`src/rtl/cra_pkg.sv`:
```
// cra_pkg: shared next-address op codes, diagnostic selects and flag bit positions.
// Revision 1.0
`default_nettype none

package cra_pkg;

   typedef enum logic [2:0] {
      OP_JUMP     = 3'd0,
      OP_SKIP     = 3'd1,
      OP_DISP     = 3'd2,
      OP_CALL     = 3'd3,
      OP_RET      = 3'd4,
      OP_CALLDISP = 3'd5
   } cra_op_e;

   typedef enum logic [1:0] {
      DIAG_ADR   = 2'd0,
      DIAG_TOP   = 2'd1,
      DIAG_SP    = 2'd2,
      DIAG_FLAGS = 2'd3
   } cra_diag_e;

   // Bit positions within the flags readback word, counted up from the LSB.
   localparam int FLAG_OVF_BIT = 0;
   localparam int FLAG_UNF_BIT = 1;

endpackage

`default_nettype wire

```
`src/rtl/cra_ustack.sv`:
```
// cra_ustack: microcode call/return stack with saturating push and sticky ovf/unf flags.
// Revision 1.0
`default_nettype none

module cra_ustack #(
   parameter int ADR_W       = 11,
   parameter int STACK_DEPTH = 16
) (
   input  logic                           clk_i,
   input  logic                           rst_n_i,
   input  logic                           push_i,
   input  logic                           pop_i,
   input  logic [ADR_W-1:0]               wdata_i,
   output logic [ADR_W-1:0]               top_o,
   output logic [$clog2(STACK_DEPTH):0]   sp_o,
   output logic                           ovf_o,
   output logic                           unf_o
);

   localparam int IDX_W = $clog2(STACK_DEPTH);
   localparam logic [IDX_W:0] SP_FULL = (IDX_W+1)'(STACK_DEPTH);

   logic [ADR_W-1:0] mem_q [STACK_DEPTH];
   logic [IDX_W:0]   sp_q, sp_d;
   logic             ovf_q, ovf_d, unf_q, unf_d;
   logic             full, empty;
   logic [IDX_W-1:0] top_idx, wr_idx;

   assign full    = (sp_q == SP_FULL);
   assign empty   = (sp_q == '0);
   // Low bits wrap to STACK_DEPTH-1 when the stack is full.
   assign top_idx = sp_q[IDX_W-1:0] - IDX_W'(1);
   assign wr_idx  = full ? top_idx : sp_q[IDX_W-1:0];

   always_comb begin
      sp_d  = sp_q;
      ovf_d = ovf_q;
      unf_d = unf_q;
      if (push_i) begin
         if (full) ovf_d = 1'b1;
         else      sp_d  = sp_q + (IDX_W+1)'(1);
      end else if (pop_i) begin
         if (empty) unf_d = 1'b1;
         else       sp_d  = sp_q - (IDX_W+1)'(1);
      end
   end

   always_ff @(posedge clk_i) begin
      if (!rst_n_i) begin
         sp_q  <= '0;
         ovf_q <= 1'b0;
         unf_q <= 1'b0;
      end else begin
         sp_q  <= sp_d;
         ovf_q <= ovf_d;
         unf_q <= unf_d;
      end
   end

   always_ff @(posedge clk_i) begin
      if (rst_n_i && push_i) mem_q[wr_idx] <= wdata_i;
   end

   assign top_o = empty ? '0 : mem_q[top_idx];
   assign sp_o  = sp_q;
   assign ovf_o = ovf_q;
   assign unf_o = unf_q;

endmodule

`default_nettype wire

```
`src/rtl/cra_useq.sv`:
```
// cra_useq: CRAM next-address sequencer (jump/skip/dispatch/call/return/trap) with EBUS readback.
// Revision 1.0 -- optional address parity via CRA_USEQ_PARITY_EN.
`default_nettype none

module cra_useq
   import cra_pkg::*;
#(
   parameter int ADR_W       = 11,
   parameter int STACK_DEPTH = 16,
   parameter int NDISP       = 4,
   parameter int SKIP_N      = 16
) (
   input  logic                       clk_cra_h,
   input  logic                       mr_reset_l,
   input  logic                       stall_h,
   input  logic [ADR_W-1:0]           cram_j_h,
   input  logic [2:0]                 cram_op_h,
   input  logic [$clog2(SKIP_N)-1:0]  cram_skip_sel_h,
   input  logic [SKIP_N-1:0]          skip_cond_h,
   input  logic [$clog2(NDISP)-1:0]   cram_disp_sel_h,
   input  logic [NDISP*ADR_W-1:0]     disp_vec_h,
   input  logic                       force_trap_h,
`ifdef CRA_USEQ_PARITY_EN
   input  logic                       cram_par_err_h,
   output logic                       cra_adr_par_h,
`endif
   input  logic                       diag_rd_h,
   input  logic [1:0]                 diag_sel_h,
   output logic [ADR_W-1:0]           cra_adr_h,
   output logic [ADR_W-1:0]           ebus_data_h,
   output logic                       stack_ovf_h,
   output logic                       stack_unf_h
);

   localparam int SP_W = $clog2(STACK_DEPTH) + 1;

   logic [ADR_W-1:0] adr_q, adr_d;
   logic [ADR_W-1:0] ebus_q, ebus_d;
   logic [ADR_W-1:0] diag_val, disp_val, stk_top;
   logic [SP_W-1:0]  stk_sp;
   logic             stk_ovf, stk_unf;
   logic             push, pop, trap, skip_bit;

`ifdef CRA_USEQ_PARITY_EN
   assign trap = force_trap_h | cram_par_err_h;
`else
   assign trap = force_trap_h;
`endif

   // Selects beyond SKIP_N / NDISP match no channel and read as zero.
   always_comb begin
      skip_bit = 1'b0;
      for (int k = 0; k < SKIP_N; k++)
         if (32'(cram_skip_sel_h) == k) skip_bit = skip_cond_h[k];
   end

   always_comb begin
      disp_val = '0;
      for (int k = 0; k < NDISP; k++)
         if (32'(cram_disp_sel_h) == k) disp_val = disp_vec_h[k*ADR_W +: ADR_W];
   end

   always_comb begin
      adr_d = cram_j_h;
      push  = 1'b0;
      pop   = 1'b0;
      if (trap) begin
         push  = 1'b1;
         adr_d = '1;
      end else begin
         case (cram_op_h)
            OP_SKIP:     adr_d = {cram_j_h[ADR_W-1:1], cram_j_h[0] | skip_bit};
            OP_DISP:     adr_d = cram_j_h | disp_val;
            OP_CALL:     push  = 1'b1;
            OP_RET: begin
               pop   = 1'b1;
               adr_d = cram_j_h | stk_top;
            end
            OP_CALLDISP: begin
               push  = 1'b1;
               adr_d = cram_j_h | disp_val;
            end
            default:     adr_d = cram_j_h;
         endcase
      end
   end

   always_comb begin
      diag_val = '0;
      case (diag_sel_h)
         DIAG_ADR:   diag_val = adr_q;
         DIAG_TOP:   diag_val = stk_top;
         DIAG_SP:    diag_val = ADR_W'(stk_sp);
         DIAG_FLAGS: begin
            diag_val[FLAG_OVF_BIT] = stk_ovf;
            diag_val[FLAG_UNF_BIT] = stk_unf;
         end
         default:    diag_val = '0;
      endcase
      ebus_d = diag_rd_h ? diag_val : '0;
   end

   cra_ustack #(
      .ADR_W       (ADR_W),
      .STACK_DEPTH (STACK_DEPTH)
   ) u_ustack (
      .clk_i   (clk_cra_h),
      .rst_n_i (mr_reset_l),
      .push_i  (push & ~stall_h),
      .pop_i   (pop & ~stall_h),
      .wdata_i (adr_q),
      .top_o   (stk_top),
      .sp_o    (stk_sp),
      .ovf_o   (stk_ovf),
      .unf_o   (stk_unf)
   );

   always_ff @(posedge clk_cra_h) begin
      if (!mr_reset_l) begin
         adr_q  <= '0;
         ebus_q <= '0;
      end else if (!stall_h) begin
         adr_q  <= adr_d;
         ebus_q <= ebus_d;
      end
   end

`ifdef CRA_USEQ_PARITY_EN
   logic par_q;

   always_ff @(posedge clk_cra_h) begin
      if (!mr_reset_l)  par_q <= 1'b1;
      else if (!stall_h) par_q <= ~^adr_d;
   end

   assign cra_adr_par_h = par_q;
`endif

   assign cra_adr_h   = adr_q;
   assign ebus_data_h = ebus_q;
   assign stack_ovf_h = stk_ovf;
   assign stack_unf_h = stk_unf;

endmodule

`default_nettype wire

```
`config.mk`:
```
export PLATFORM = sky130hd
export DESIGN_NAME = cra_useq
export DESIGN_NICKNAME = d
export VERILOG_FILES = /design/src/rtl/cra_pkg.sv /design/src/rtl/cra_ustack.sv /design/src/rtl/cra_useq.sv
export SDC_FILE = /design/constraint.sdc
export NUM_CORES = 1
export LEC_CHECK = 0
export CORE_MARGIN = 8
export CORE_UTILIZATION = 43
export CTS_BUF_LIST = sky130_fd_sc_hd__clkbuf_16
export DETAILED_ROUTE_END_ITERATION = 6
export GPL_TIMING_DRIVEN = 1
export HOLD_SLACK_MARGIN = 0.1
export PLACE_DENSITY_LB_ADDON = 0.2
export SYNTH_ARGS = -nofsm -noshare
export SYNTH_HDL_FRONTEND = slang
export SYNTH_SLANG_ARGS = --single-unit
```
`constraint.sdc`:
```
create_clock -name clk_cra_h -period 4.7 [get_ports clk_cra_h]
set_input_delay 0.47 -clock clk_cra_h [delete_from_list [all_inputs] [get_ports clk_cra_h]]
set_output_delay 0.47 -clock clk_cra_h [all_outputs]
set_load 0.005 [all_outputs]
```
# Yosys cells after proc, flatten, opt, wreduce, memory -nomap -nowiden
# Memory sizes are Yosys's and may differ from the RTL's.
# Index checks and enable logic that the tools add are counted.
dict set report op_classes {
  n_addsub 3
  eq_ne 29
  mux 37
  n_bitwise 7
  reduce_logical 11
}
# cell n
set ops {}
lappend ops {{$mux W11} 7}
lappend ops {{$pmux W11 S3} 1}
lappend ops {{$eq A4 B4 Y1 const B} 8}
lappend ops {{$pmux W9 S3} 1}
lappend ops {{$mux W1} 22}
lappend ops {{$or A11 B11 Y11} 2}
lappend ops {{$mux W5} 4}
lappend ops {{$eq A4 B3 Y1 const B} 4}
lappend ops {{$eq A2 B2 Y1 const B} 4}
lappend ops {{$eq A4 B2 Y1 const B} 2}
lappend ops {{$pmux W2 S4} 1}
lappend ops {{$eq A3 B2 Y1 const B} 2}
lappend ops {{$eq A3 B3 Y1 const B} 2}
lappend ops {{$reduce_and A3 Y1} 2}
lappend ops {{$add A5 B1 Y5 const B} 1}
lappend ops {{$eq A5 B5 Y1 const B} 1}
lappend ops {{$logic_not A5 Y1} 1}
lappend ops {{$sub A5 B1 Y5 const B} 1}
lappend ops {{$eq A2 B1 Y1 const B} 2}
lappend ops {{$eq A4 B1 Y1 const B} 1}
lappend ops {{$logic_not A2 Y1} 2}
lappend ops {{$logic_not A4 Y1} 1}
lappend ops {{$mux W4} 1}
lappend ops {{$reduce_or A2 Y1} 2}
lappend ops {{other kinds (10)} 12}
dict set report totals {
  reg_bits 29
  ramBits 176
  input_bits 87
  output_inout_bits 24
  elab_cells 93
  n_memories 1
}
# name words width read_ports rd_ports_with_merged_regs wr line_no
set mem_list {}
lappend mem_list {u_ustack.mem_q 16 11 1 0 1 cra_ustack.sv:23} ;# logic [ADR_W-1:0] mem_q [STACK_DEPTH];

# Logic depth before layout (Yosys ltp)
# Gate-level depths: netlist of run 1.
dict set report depth {
  ltp_word 20
  mapped_depth 13
  depth_no_buf 10
}

# Modules after synthesis
# From an unflattened synthesis of run 1, not the netlist that was laid out.
dict set report unflattened {
  cells_unflattened 531
  hier_area_um2 9041.2
}
# mod n_inst cells_per_inst area_per_inst_um2 seq_area_each_um2
set modules_own_cells {}
lappend modules_own_cells {cra_ustack 1 363 7382.1 5425.2}
lappend modules_own_cells {cra_useq 1 168 1659.1 440.4}

# Worst setup path before layout of run 1
# No wires, ideal clock.
dict set report synth_path {
  path_kind {register to register}
  start {register u_ustack.sp_q[0], in the netlist u_ustack.sp_o[0]}
  end {memory u_ustack.mem_q[0][0] (enable)}
  setup_time_ps 378
  t_arrival_ps 3038
  t_required_ps 4322
  path_slack_ps 1284
  path_stages_with_launch 13
  path_buffers 6
  synth_period_minus_slack_ps 3416
  path_cell_list {dfxtp_1 > buf_6 > buf_12 > buf_4 > clkinv_1 > ha_1 > buf_2 > buf_2 > clkbuf_1 > nand3_1 > o31ai_1 > nand2_1 > nor2_1}
}
dict set report synth_between {
  elab_chain_len 2
  elab_cells_between_ends 3
  classes_between {add/sub: 1; eq/ne: 1; mux: 1}
}
# element line_no
set synth_lines {}
lappend synth_lines {{from (decl)} cra_ustack.sv:24} ;# logic [IDX_W:0] sp_q, sp_d;
lappend synth_lines {{from (signal assigned)} cra_ustack.sv:54} ;# sp_q <= sp_d;
lappend synth_lines {{$sub A4 B1 Y4 / $eq A5 B5 Y1 (equally long branches)} {cra_ustack.sv:32, cra_ustack.sv:29}}
lappend synth_lines {{$mux W4 (*)} cra_ustack.sv:33} ;# assign wr_idx = full ? top_idx : sp_q[IDX_W-1:0];
lappend synth_lines {{to (decl)} cra_ustack.sv:23}
# Every way passes the cells marked *; elsewhere a longest branch is shown, timed or not.

# Worst setup path in the final report of run 1
dict set report layout_path {
  start {register u_ustack.sp_q[1], in the netlist u_ustack.sp_o[1]}
  end {register adr_q[10], in the netlist cra_adr_h[10]}
}
dict set report layout_between {
  elab_chain_len 6
  elab_cells_between_ends 7
  classes_between {add/sub: 1; mux: 3; bitwise: 1; reduce/logical: 1; memory: 1}
}
# element line_no
set layout_lines {}
lappend layout_lines {{$sub A4 B1 Y4} cra_ustack.sv:32} ;# assign top_idx = sp_q[IDX_W-1:0] - IDX_W'(1);
lappend layout_lines {{$mem_v2 Z16 W11} -}
lappend layout_lines {{$mux W11 (*)} cra_ustack.sv:64} ;# assign top_o = empty ? '0 : mem_q[top_idx];
lappend layout_lines {{$or A11 B11 Y11 (*)} cra_useq.sv:77} ;# adr_d = cram_j_h | stk_top;
lappend layout_lines {{$pmux W11 S3 (*)} cra_useq.sv:71} ;# case (cram_op_h)
lappend layout_lines {{$mux W11 (*)} cra_useq.sv:67} ;# if (trap) begin
lappend layout_lines {{to (signal assigned)} cra_useq.sv:123} ;# adr_q <= adr_d;
lappend layout_lines {{to (decl)} cra_useq.sv:37} ;# logic [ADR_W-1:0] adr_q, adr_d;
# Marked as above.
# A chain may end at the register's enable or synchronous reset.

==> results of run 1 <==
==> how the worst min path moves through the flow <==
stage                                           start                     endpoint  slack [ps]  depth (start not counted)
after floorplan           u_ustack.unf_o$_SDFFE_PN0P_  u_ustack.unf_o$_SDFFE_PN0P_         490                          1
after global placement    u_ustack.unf_o$_SDFFE_PN0P_  u_ustack.unf_o$_SDFFE_PN0P_         530                          1
after detailed placement  u_ustack.unf_o$_SDFFE_PN0P_  u_ustack.unf_o$_SDFFE_PN0P_         530                          1
after CTS                 u_ustack.unf_o$_SDFFE_PN0P_  u_ustack.unf_o$_SDFFE_PN0P_         540                          1
after global routing      u_ustack.unf_o$_SDFFE_PN0P_  u_ustack.unf_o$_SDFFE_PN0P_         570                          1
final                     u_ustack.unf_o$_SDFFE_PN0P_  u_ustack.unf_o$_SDFFE_PN0P_         540                          1
==> flip-flops by register name (all words and copies together) (netlist names) <==
signal          flops
ebus_data_h        11
u_ustack.sp_o       5
cra_adr_h          11
u_ustack.unf_o      1
u_ustack.ovf_o      1
u_ustack.mem_q    176
==> synthesized netlist by cell type (all sizes together), types with 4 or more instances <==
cell type / count / area, µm²
nor2: 40 / 150
nand3: 5 / 25.0
xor2: 4 / 35.0
ha: 7 / 87.6
nor3b: 7 / 52.6
a2111oi: 9 / 82.6
a222oi: 4 / 40.0
dfxtp: 29 / 581
o31ai: 4 / 30.0
inv: 7 / 26.3
nor2b: 19 / 119
and2: 10 / 62.6
nand2: 31 / 116
mux2i: 29 / 290
a21oi: 20 / 100
xnor2: 5 / 43.8
mux4: 51 / 1150
a22o: 5 / 43.8
edfxtp: 176 / 5290
o21ai: 20 / 100
a211oi: 9 / 87.6
clkbuf: 19 / 71.3
a31oi: 5 / 31.3
buf: 16 / 111
nor3: 5 / 30.0
==> per-layer routing <==
| metal | up-vias | routed length [µm] | GRT usage |
|---|---|---|---|
| met5 | - | 0 | 0 |
| met4 | 0 | 676 | 0.0602 |
| met3 | 33 | 1150 | 0.0272 |
| met2 | 180 | 12200 | 0.300 |
| met1 | 2883 | 9380 | 0.227 |
| li1 | 2531 | - | - |
==> power breakdown <==
part           switching [mW]  internal, mW
clock network           0.655         0.869
registers              0.0680          2.04
logic                   0.570         0.472
==> cell families after synthesis <==
| kind of cell | Yosys count | synth area share |
|---|---|---|
| DFF | 205 | 0.645 |
| and+or+nand+nor | 132 | 0.0728 |
| AOI/OAI and AO/OA | 97 | 0.0760 |
| muxes | 83 | 0.162 |
| buffers and inverters | 43 | 0.0234 |
| xor gates and xnor gates | 9 | 0.00867 |
| adders and majority gates | 8 | 0.0118 |
==> layout make-up <==
cell class              instances  area share
flip-flops and latches        205       0.528
multi-input cells             329       0.272
repair buffers                126       0.110
clock buffers                  21      0.0472
well taps                     275      0.0309
clock inverters                16     0.00945
inverters                       8     0.00270
==> per-stage QoR <==
step           cells  hold WS [ps]  setup slack (ps)
6_report         980           535              1050
5_1_grt          980           568               744
4_1_cts          980           544              1000
3_5_place_dp     943           530              1040
3_3_place_gp     943           534              1060
2_1_floorplan    577           486              1280
==> run summary, run 1 <==
worst reg2reg path depth = 9
most common cell after layout, fill and taps aside = edfxtp_1
Fill cells = 1703
routed vias/inst = 5.74
Critical Path RT = 5060 ps
Worst Max-Slew Pin Slew = 1170 ps
synthesis-to-layout area growth = 22.4%
syn_area_per_cell = 15.8 µm²
Setup violations, final = 0
syn nets = 672
share of flip-flops with an asynchronous set or reset = 0
CTS root buf = clkbuf_16
Slowest cell on crit path = xor2_2
worst reg2reg endpoint = cra_adr_h[10]$_SDFFE_PN0N_
CP delay by family, top = XOR/XNOR gates
Max VDD drop = 485 µV
Final TNS setup = 0 ps
Final #Nets = 786
Worst slew margin = 0.218
setup bufs post-CTS = 0
drt first-iter violations = 501
RSZ-0062 raised after global routing = false
Initial Utilization = 0.435
placer congestion estimate = 0.816
prevailing post-synth register cell = edfxtp_1
I/O pin cnt = 111
TritonCTS clock tree = yes
worst min-delay path class = reg -> reg
remaining global-route overflow = 0
Syn Std Cell Area = 9090 µm²
Mapped Cells = 577
power per cell area = 420 nW/µm²
Startpoint Class = flip-flop
post-synthesis sequential area ratio = 0.645
final antenna-violating net count = 0
minimum clock period = 3650 ps
post-route cell area = 11100 µm²
initial antenna violation count = 0
Hold-fix buffers, CTS = 0
YS warnings = 0
area of the multi-input gates = 3030 µm²
RR Startpoint = u_ustack.sp_o[1]$_SDFFE_PN0P_
final slew viol count = 0
Max Freq = 0.274 GHz
Area after DPL = 10500 µm²
endpoints failing hold = 0
final setup skew = 17.8 ps
core area = 20900 µm²
first-pass GRT wire length = 35300 µm
commonest non-fill, non-tap cells in the layout = edfxtp_1, clkdlybuf4s50_1, mux4_2, nor2_1, nand2_1
IO Port Bufs = 110
crit path launch = u_ustack.sp_o[1]$_SDFFE_PN0P_
Crit path arrival time = 4010 ps
Die Y = 161 µm
critical path, cell by cell = inv_1 -> ha_1 -> xor2_2 -> buf_4 -> mux4_2 -> mux2i_1 -> mux2i_1 -> a2111oi_0 -> nor2_1
critical path class = reg -> reg
max incr delay on CP = 810 ps
clk sink count = 205
Total Routing Usage GR = 0.176
DRT Pass-1 Iters = 6
Post-synth EDFFs = 176
ratio of final minimum period to clock period = 0.776
maxcap violations = 0
Crit Path Max Fanout = 19
final wirelength = 23400 µm
CTS Buf Count = 21
Vias = 5627
outcome = completed
Die W = 161 µm
Worst R2R Setup Slack = 1050 ps
H-Tree Depth = 1
critical path endpoint category = flip-flop
n_diodes = 0
Avg WL per Cell = 23.9 µm
clock slew at reported path FFs = 60 ps
Post-DP HPWL = 16200 µm
Pleak = 3.66 nW
largest net degree at the start of global routing = 53
Final Power = 4.67 mW
DRC viols = 0
register area = 5870 µm²
die footprint = 26000 µm²
row count = 53
#FFs+latches synth = 205
latest clock arrival within the worst-skew pair = 500 ps
crit-path most repeated cell = mux2i_1
Finished Core Util = 0.533
worst path buffer plus inverter count = 2
Clock Tree Buf Depth = 3
Netlist cell types = 58
Critical Path Sink = cra_adr_h[10]$_SDFFE_PN0N_
number of global-route vias before repair = 5906
layout cells sized above 1 = 0.157
cts repair resizes = 0
Levels on crit path = 9
No activity file was read; power rests on OpenSTA's default activity.
==> run 2: changes to the inputs <==
==> constraint.sdc (replaced) <==
create_clock -name clk_cra_h -period 2.95 [get_ports clk_cra_h]
set_input_delay 0.295 -clock clk_cra_h [delete_from_list [all_inputs] [get_ports clk_cra_h]]
set_output_delay 0.295 -clock clk_cra_h [all_outputs]
set_load 0.005 [all_outputs]
==> run summary, run 2 (synthesis gave the netlist of run 1 again) <==
I/O pin cnt = 111 (unchanged)
Hold-fix buffers, CTS = 0 (unchanged)
clock slew at reported path FFs = 60 ps (about the same)
RSZ-0062 raised after global routing = false (unchanged)
most common cell after layout, fill and taps aside = edfxtp_1 (unchanged)
initial antenna violation count = 0 (unchanged)
row count = 53 (unchanged)
core area = 20900 µm² (unchanged)
Setup violations, final = 0 (unchanged)
critical path endpoint category = flip-flop (unchanged)
Avg WL per Cell = 23.6 µm (was 23.9 µm)
power per cell area = 685 nW/µm² (was 420 nW/µm²)
Final TNS setup = 0 ps (unchanged)
total internal power = 5.82 mW (was 3.38 mW)
register area = 5870 µm² (unchanged)
Die W = 161 µm (unchanged)
first-pass GRT wire length = 36200 µm (was 35300 µm)
Slowest cell on crit path = a2111oi_0 (was xor2_2)
remaining global-route overflow = 0 (unchanged)
Worst slew margin = 0.457 (was 0.218)
Non-Filler Instances = 1020 (was 980)
die footprint = 26000 µm² (unchanged)
clk sink count = 205 (unchanged)
Vias = 5762 (was 5627)
post-route cell area = 11600 µm² (was 11100 µm²)
area of the multi-input gates = 3080 µm² (was 3030 µm²)
Die Y = 161 µm (unchanged)
layout cells sized above 1 = 0.216 (was 0.157)
largest net degree at the start of global routing = 53 (unchanged)
sw power = 2.14 mW (was 1.29 mW)
DRT Pass-1 Iters = 5 (was 6)
Fill cells = 1687 (was 1703)
final hold slack = 412 ps (was 535 ps)
Inst Count DP = 979 (was 943)
Max VDD drop = 617 µV (was 485 µV)
Post-DP HPWL = 16900 µm (was 16200 µm)
met3 WL = 1240 µm (was 1150 µm)
setup bufs post-CTS = 0 (unchanged)
TritonCTS clock tree = yes (unchanged)
IO Port Bufs = 110 (unchanged)
H-Tree Depth = 1 (unchanged)
combinational power share = 0.232 (was 0.223)
number of global-route vias before repair = 5986 (was 5906)
endpoints failing hold = 0 (unchanged)
met2 WL = 12300 µm (was 12200 µm)
final setup skew = 18.5 ps (was 17.8 ps)
Final #Nets = 823 (was 786)
worst min-delay path class = in -> reg (was reg -> reg)
Total Routing Usage GR = 0.182 (was 0.176)
sequential share of power = 0.413 (was 0.450)
placer congestion estimate = 0.836 (was 0.816)
Area after DPL = 10900 µm² (was 10500 µm²)
Crit path arrival time = 3100 ps (was 4010 ps)
Finished Core Util = 0.557 (was 0.533)
crit-path most repeated cell = buf_4 (was mux2i_1)
Critical Path RT = 3350 ps (was 5060 ps)
CTS root buf = clkbuf_16 (unchanged)
DRC viols = 0 (unchanged)
Reg with most FFs = u_ustack.mem_q (unchanged)
Clock Tree Buf Depth = 3 (unchanged)
Switching Share = 0.269 (was 0.277)
number of flip-flops in the largest register = 176 (unchanged)
Startpoint Class = flip-flop (unchanged)
Crit Path Max Fanout = 15 (was 19)
critical path, cell by cell = clkinv_2 -> buf_4 -> ha_4 -> buf_4 -> mux4_2 -> mux2i_1 -> a21oi_1 -> a2111oi_0 -> nor2_1 (was inv_1 -> ha_1 -> xor2_2 -> buf_4 -> mux4_2 -> mux2i_1 -> mux2i_1 -> a2111oi_0 -> nor2_1)
ratio of final minimum period to clock period = 0.915 (was 0.776)
Initial Utilization = 0.435 (unchanged)
Pleak = 3.92 nW (was 3.66 nW)
M1 WL = 10000 µm (was 9380 µm)
synthesis-to-layout area growth = 27.9% (was 22.4%)
max incr delay on CP = 480 ps (was 810 ps)
worst path buffer plus inverter count = 3 (was 2)
final wirelength = 24100 µm (was 23400 µm)
CP delay by family, top = compound AO/OA/AOI/OAI gates (was XOR/XNOR gates)
Clock Power Share = 0.354 (was 0.326)
latest clock arrival within the worst-skew pair = 520 ps (was 500 ps)
critical path class = reg -> reg (unchanged)
DR top layer = met4 (unchanged)
drt first-iter violations = 468 (was 501)
final antenna-violating net count = 0 (unchanged)
minimum clock period = 2700 ps (was 3650 ps)
final slew viol count = 0 (unchanged)
CTS Buf Count = 22 (was 21)
commonest non-fill, non-tap cells in the layout = edfxtp_1, clkdlybuf4s50_1, mux4_2, buf_4, nor2_1 (was edfxtp_1, clkdlybuf4s50_1, mux4_2, nor2_1, nand2_1)
routed vias/inst = 5.65 (was 5.74)
maxcap violations = 0 (unchanged)
cts repair resizes = 0 (unchanged)
Max Freq = 0.370 GHz (was 0.274 GHz)
Worst Max-Slew Pin Slew = 811 ps (was 1170 ps)
outcome = completed (unchanged)
[run 2: changes by cell type in the layout (fill, tap and decap cells not counted), sizes merged]
cell and change:
bufinv +3, buf +36, clkinv +1, inv -2
diode +1, clkbuf +1
[run 2: per-stage QoR]
stage	worst slack [ps]	total power, mW
after global placement	128	5.17
after detailed placement	42.4	5.20
after floorplan	-14.4	4.49
final	249	7.96
after CTS	26.9	8.02
after global routing	71.8	8.26
[run 2: final timing paths]
path / end / slack (ps) / depth (start not counted) / startpoint
setup reg to reg: cra_adr_h[9]$_SDFFE_PN0N_ / 250 / 9 / u_ustack.sp_o[0]$_SDFFE_PN0P_
hold / removal: cra_adr_h[7]$_SDFFE_PN0N_ / 410 / 3 / cram_j_h[7]
hold reg to reg: u_ustack.unf_o$_SDFFE_PN0P_ / 560 / 1 / u_ustack.unf_o$_SDFFE_PN0P_
setup / recovery: cra_adr_h[9]$_SDFFE_PN0N_ / 250 / 9 / u_ustack.sp_o[0]$_SDFFE_PN0P_
[run 2: layout make-up]
| cell class | instances | share of cell area |
|---|---|---|
| Sequential cell | 205 | 0.505 |
| Tap cell | 275 | 0.0296 |
| Clock buffer | 22 | 0.0474 |
| Clock inverter | 18 | 0.0176 |
| Timing Repair Buffer | 162 | 0.133 |
| Antenna cell | 1 | 0.000215 |
| Multi-Input combinational cell | 329 | 0.265 |
| Inverter | 8 | 0.00269 |
[run 2: tightest hold or removal path: stages]
cell             delay, ps
clkdlybuf4s50_1        460
a2111oi_1               40
nor2_1                  90
[run 2: power by group through the flow]
stage / Combinational [mW] / Sequential (mW) / Clock, mW
after floorplan: 1.12 / 3.37 / 0
after global placement: 1.82 / 3.35 / 0
after detailed placement: 1.84 / 3.35 / 0
after CTS: 1.85 / 3.29 / 2.88
after global routing: 1.97 / 3.30 / 2.99
final: 1.85 / 3.29 / 2.82
[run 2: routing by layer]
metal	GRT usage	up-vias
li1	-	2604
met1	0.240	2944
met2	0.308	184
met3	0.0308	30
met4	0.0450	0
met5	0	-
